File: src/rtl/div_seq_pkg.sv
// rtl/div_seq_pkg.sv - shared types and constants for the divide sequencer
package div_seq_pkg;

  localparam int DIV_DATA_W = 32;

  typedef enum logic [1:0] {
    DIV_FREE   = 2'b00,
    DIV_BYZERO = 2'b01,
    DIV_ON     = 2'b10,
    DIV_END    = 2'b11
  } div_state_e;

endpackage

File: src/rtl/div_step.sv
// rtl/div_step.sv - one restoring-divide step: trial subtract and quotient bit
module div_step #(
  parameter int DATA_W = 32
) (
  input  logic [DATA_W:0]   partial,
  input  logic [DATA_W-1:0] divisor,
  output logic [DATA_W-1:0] next_partial,
  output logic              q_bit
);

  // When the subtraction succeeds the difference is below the divisor, so W bits suffice.
  assign q_bit        = (partial >= {1'b0, divisor});
  assign next_partial = q_bit ? (partial[DATA_W-1:0] - divisor) : partial[DATA_W-1:0];

endmodule

File: src/rtl/div_seq.sv
// rtl/div_seq.sv - multi-cycle radix-2 restoring divider with pipeline stall request
module div_seq
  import div_seq_pkg::*;
#(
  parameter int DATA_W = DIV_DATA_W
) (
  input  logic                clk,
  input  logic                rst,
  input  logic                signed_div_i,
  input  logic [DATA_W-1:0]   opdata1_i,
  input  logic [DATA_W-1:0]   opdata2_i,
  input  logic                start_i,
  input  logic                annul_i,
  output logic [2*DATA_W-1:0] result_o,
  output logic                ready_o,
  output logic                stallreq_o
);

  localparam int CNT_W = $clog2(DATA_W + 1);
  localparam logic [CNT_W-1:0] CNT_LAST = CNT_W'(DATA_W);

  div_state_e        state;
  logic [CNT_W-1:0]  cnt;
  logic [2*DATA_W:0] dividend;
  logic [DATA_W-1:0] divisor;
  logic              neg_quot;
  logic              neg_rem;
  logic [DATA_W-1:0] mag_a;
  logic [DATA_W-1:0] mag_b;
  logic [DATA_W-1:0] next_partial;
  logic              q_bit;
  logic [DATA_W-1:0] quot;
  logic [DATA_W-1:0] rem;

  assign mag_a = (signed_div_i && opdata1_i[DATA_W-1]) ? -opdata1_i : opdata1_i;
  assign mag_b = (signed_div_i && opdata2_i[DATA_W-1]) ? -opdata2_i : opdata2_i;
  assign quot  = dividend[DATA_W-1:0];
  assign rem   = dividend[2*DATA_W:DATA_W+1];

  div_step #(.DATA_W(DATA_W)) u_step (
    .partial      (dividend[2*DATA_W:DATA_W]),
    .divisor      (divisor),
    .next_partial (next_partial),
    .q_bit        (q_bit)
  );

  assign stallreq_o = start_i & ~ready_o & ~annul_i;

  always_ff @(posedge clk) begin
    if (rst) begin
      state    <= DIV_FREE;
      cnt      <= '0;
      dividend <= '0;
      divisor  <= '0;
      neg_quot <= 1'b0;
      neg_rem  <= 1'b0;
      result_o <= '0;
      ready_o  <= 1'b0;
    end else begin
      case (state)
        DIV_FREE: begin
          if (start_i && !annul_i) begin
            if (opdata2_i == '0) begin
              state <= DIV_BYZERO;
            end else begin
              state    <= DIV_ON;
              cnt      <= '0;
              dividend <= {{DATA_W{1'b0}}, mag_a, 1'b0};
              divisor  <= mag_b;
              neg_quot <= signed_div_i & (opdata1_i[DATA_W-1] ^ opdata2_i[DATA_W-1]);
              neg_rem  <= signed_div_i & opdata1_i[DATA_W-1];
            end
          end
        end
        DIV_BYZERO: begin
          dividend <= '0;
          state    <= DIV_END;
        end
        DIV_ON: begin
          if (annul_i) begin
            state <= DIV_FREE;
          end else if (cnt != CNT_LAST) begin
            dividend <= {next_partial, dividend[DATA_W-1:0], q_bit};
            cnt      <= cnt + 1'b1;
          end else begin
            // Magnitudes are done; restore signs modulo 2^DATA_W.
            dividend[DATA_W-1:0]          <= neg_quot ? -quot : quot;
            dividend[2*DATA_W:DATA_W+1]   <= neg_rem ? -rem : rem;
            cnt                           <= '0;
            state                         <= DIV_END;
          end
        end
        DIV_END: begin
          if (!start_i || annul_i) begin
            state   <= DIV_FREE;
            ready_o <= 1'b0;
          end else begin
            result_o <= {rem, quot};
            ready_o  <= 1'b1;
          end
        end
        default: state <= DIV_FREE;
      endcase
    end
  end

endmodule
File: config.mk
export PLATFORM = sky130hd
export DESIGN_NAME = div_seq
export DESIGN_NICKNAME = d
export VERILOG_FILES = /design/src/rtl/div_seq_pkg.sv /design/src/rtl/div_step.sv /design/src/rtl/div_seq.sv
export SDC_FILE = /design/constraint.sdc
export NUM_CORES = 1
export LEC_CHECK = 0
export BUFFER_PORTS_ARGS = -buffer_cell sky130_fd_sc_hd__buf_2
export CORE_ASPECT_RATIO = 1.5
export CORE_UTILIZATION = 42
export CTS_BUF_LIST = sky130_fd_sc_hd__clkbuf_8
export DETAILED_ROUTE_END_ITERATION = 6
export SLEW_MARGIN = 0
export SYNTH_ARGS = -nofsm -noshare
export SYNTH_HDL_FRONTEND = slang
export SYNTH_SLANG_ARGS = --single-unit
File: constraint.sdc
create_clock -name clk -period 4.28 [get_ports clk]
set_input_delay 0.214 -clock clk [delete_from_list [all_inputs] [get_ports clk]]
set_output_delay 0.214 -clock clk [all_outputs]
set_load 0.005 [all_outputs]
==> impl_metrics.py <==
metrics = {
    "status": {
        "status": "completed",
    },
    "critical_path": {
        "cp_num_buf_inv": 0,
        "crit_family": "compound AO/OA/AOI/OAI gates",
        "cp.arrival_ns": 4.04,
        "cp_cell_sequence": "ha_1 -> a21oi_1 -> o211ai_1 -> a21boi_0 -> a21oi_1 -> nor2_1 -> o211ai_1 -> a32o_1",
        "critical_path.max_stage_delay_ns": 0.83,
        "critPathCaptureType": "register",
        "cp.required_ns": 4.69,
        "crit_fanout": 12,
        "cpMaxStageDelayCell": "nor2_1",
        "crit_type": "reg2reg",
        "critPathLaunchType": "register",
    },
    "detailed_routing": {
        "drtIter0Drc": 702,
        "drt_wl_total_um": 39190,
        "post-route-drc-count": 0,
        "ant_nets": 0,
        "dr_total_vias": 12250,
        "vias_per_cell": 5.909,
        "wl_per_cell_um": 18.91,
        "firstDrtPassIters": 5,
    },
    "timing": {
        "hold_violations": 0,
        "setup_viol": 0,
        "maxSlewHeadroom_pct": 32.14,
        "finalWorstSetupSlack_ns": 0.6495,
        "fin_crit_sh_pct": 84.83,
        "tightest_slew_ns": 1.014,
        "fin_tns_setup_ns": 0,
        "max_freq_mhz": 275.4,
        "grt_setup_unrepaired": "false",
        "drv_slew": 0,
        "clock_skew_ns": 0.02074,
        "period_minus_slack_ns": 3.631,
    },
    "cts": {
        "cts_tree": "done",
        "clk_latency_ns": 0.52,
        "path_clk_slew_ns": 0.10,
        "cts.sinks": 172,
        "numCtsBuffers": 17,
        "root_buffer": "clkbuf_8",
        "post_cts_resized": 0,
        "cts_setup_buffers": 0,
        "h-tree-depth": 4,
        "clock_path_buffers": 2,
    },
    "yosys": {
        "synthCells": 1650,
        "async_reset_ff_share_pct": 0,
        "seq_area_frac_synth_pct": 28.97,
        "syn-mean-instance-area_um2": 7.202,
        "ys_types": 76,
        "synthFlopType": "dfxtp_1",
        "syn-num-nets": 1763,
        "ys_seq_elements": 172,
        "synth_area_um2": 11880,
        "synth-edff-count": 0,
        "yosysWarningCount": 0,
    },
    "worst_hold_path": {
        "hold_path_class": "in2reg",
    },
    "power_and_ir_drop": {
        "clkPwrFrac_pct": 21.5,
        "swShare_pct": 43.67,
        "power_frac_comb_pct": 42.9,
        "intPower_uw": 3127,
        "p_sw_uw": 2424,
        "power.density_nw_per_um2": 423.5,
        "p_leak_uw": 0.005146,
        "seq_power_share_pct": 35.6,
        "ir_drop_mv": 0.2287,
        "power_uw": 5551,
    },
    "global_route": {
        "grt_max_degree": 81,
        "antenna_found_initial": 1,
        "grtUsageTotal_pct": 27.56,
        "grt_pass1_vias": 11760,
        "overflow": 0,
        "grt_pass1_wl_um": 62290,
    },
    "placement": {
        "dp_hpwl_um": 29140,
        "gp_congestion": 0.9538,
        "dp_slack_ns": 0.7014,
        "port_buffers": 134,
        "dp.cells": 2040,
    },
    "final_layout": {
        "area_delta_synth_final_pct": 10.30,
        "final_cell_mix": "nand2_1 (251), a21oi_1 (179), dfxtp_1 (172)",
        "final_common_cell": "nand2_1",
        "drive_gt1_share_pct": 12.22,
        "fin_nets": 1827,
        "stdcell_count": 2073,
    },
    "floorplan": {
        "ios": 135,
        "placementRows": 75,
        "die_area_um2": 28990,
        "floorplan.initialDensity_pct": 42.64,
        "core_um2": 27870,
        "die_h_um": 208.0,
        "die_w_um": 139.3,
    },
    "run": {
        "drv_cap": 0,
    },
}
==> path summary, 6_finish.rpt <==
path	startpoint	to	slack, ns	depth (start not counted)
worst max-delay path	dividend[54]	dividend[37]	0.65	8
worst min register to register	result_o[49]	result_o[49]	0.45	2
worst min-delay path	opdata2_i[1]	divisor[1]	0.04	3
worst max register to register	dividend[54]	dividend[37]	0.65	8
==> flip-flops by register name, indices dropped and copies added, names as in the netlist <==
name	cells
result_o	64
neg_rem	1
cnt	6
divisor	32
ready_o	1
neg_quot	1
state	2
dividend	65
==> power groups by stage <==
| stage | clock network (uW) | logic [uW] | registers (uW) |
|---|---|---|---|
| CTS | 1220 | 2360 | 1970 |
| global placement | 0 | 2340 | 2010 |
| global route | 1290 | 2630 | 2010 |
| floorplan | 0 | 1760 | 1910 |
| detailed placement | 0 | 2340 | 2010 |
| finish | 1190 | 2380 | 1980 |
==> stage by stage <==
stage	hold WS [ns]	cell area [um2]	util, %
3_5_place_dp	0.4440	12710	45.59
4_1_cts	0.008378	13110	47.02
6_report	0.03803	13110	47.03
3_3_place_gp	0.4422	12710	45.59
2_1_floorplan	0.3500	11880	-
5_1_grt	0.02678	13110	47.02
==> synth_stat cells (7+ instances only) <==
cell type    n  area [um2]
nand2_1    252       945.9
a21oi_1    180       900.9
dfxtp_1    172        3443
nor2_1     168       630.6
o21ai_0     80       400.4
clkbuf_1    78       292.8
inv_1       64       240.2
nor3_1      60       300.3
xor2_1      55       481.7
ha_1        43       538.0
xnor2_1     41       359.1
a211oi_1    40       300.3
nand3_1     27       135.1
a21o_1      23       172.7
nand4_1     21       131.4
a31oi_1     20       125.1
mux2i_1     19       190.2
o211ai_1    19       142.6
o31ai_1     19       142.6
o22ai_1     18       112.6
buf_2       16       80.08
o21ai_1     16       80.08
a22oi_1     15       112.6
nand2b_1    15       93.84
nor4_1      13       81.33
and3_1      12       75.07
buf_1       12       45.04
o221ai_1    12       105.1
or3_1       11       68.82
or4_1       10       75.07
and2_1       8       50.05
nor2b_1      8       50.05
nor3b_1      7       52.55
o21bai_1     7       52.55
o41ai_1      7       61.31
==> worst min-delay path, delay by kind of cell <==
family                 cells  cell delay [ns]
AND/OR/NAND/NOR            1             0.08
buffers and inverters      1             0.13
AO/OA/AOI/OAI              1             0.09
==> cells by family after synthesis <==
kind of cell	synth area share, %
AOI/OAI and AO/OA	26.34
buffers and inverters	5.759
xor gates and xnor gates	7.075
and+or+nand+nor	25.55
DFF	28.97
adders and majority gates	4.696
muxes	1.600
==> repair_timing <==
item | 4_1_cts | 5_1_grt
hold buffers | 1 | 0
setup endpoints to repair | 0 | 0
endpoints found under the hold margin | 1 | 0
==> layout make-up <==
cell class                      count  area [um2]
Tap cell                          346       432.9
Clock buffer                       18       247.7
Multi-Input combinational cell   1304        7770
Sequential cell                   172        3443
Inverter                           65       244.0
Fill cell                        2887       14760
Clock inverter                     13       141.4
Antenna cell                        1       2.502
Timing Repair Buffer              154       825.8
==> per-layer routing <==
metal	global-route usage (%)	vias to the layer above	routed length, um
met5	0	-	0
met4	20.08	0	2839
met3	3.544	128	1397
met2	51.12	348	20340
met1	28.17	5741	14620
li1	-	6032	-
(Power assumes the default switching activity.)
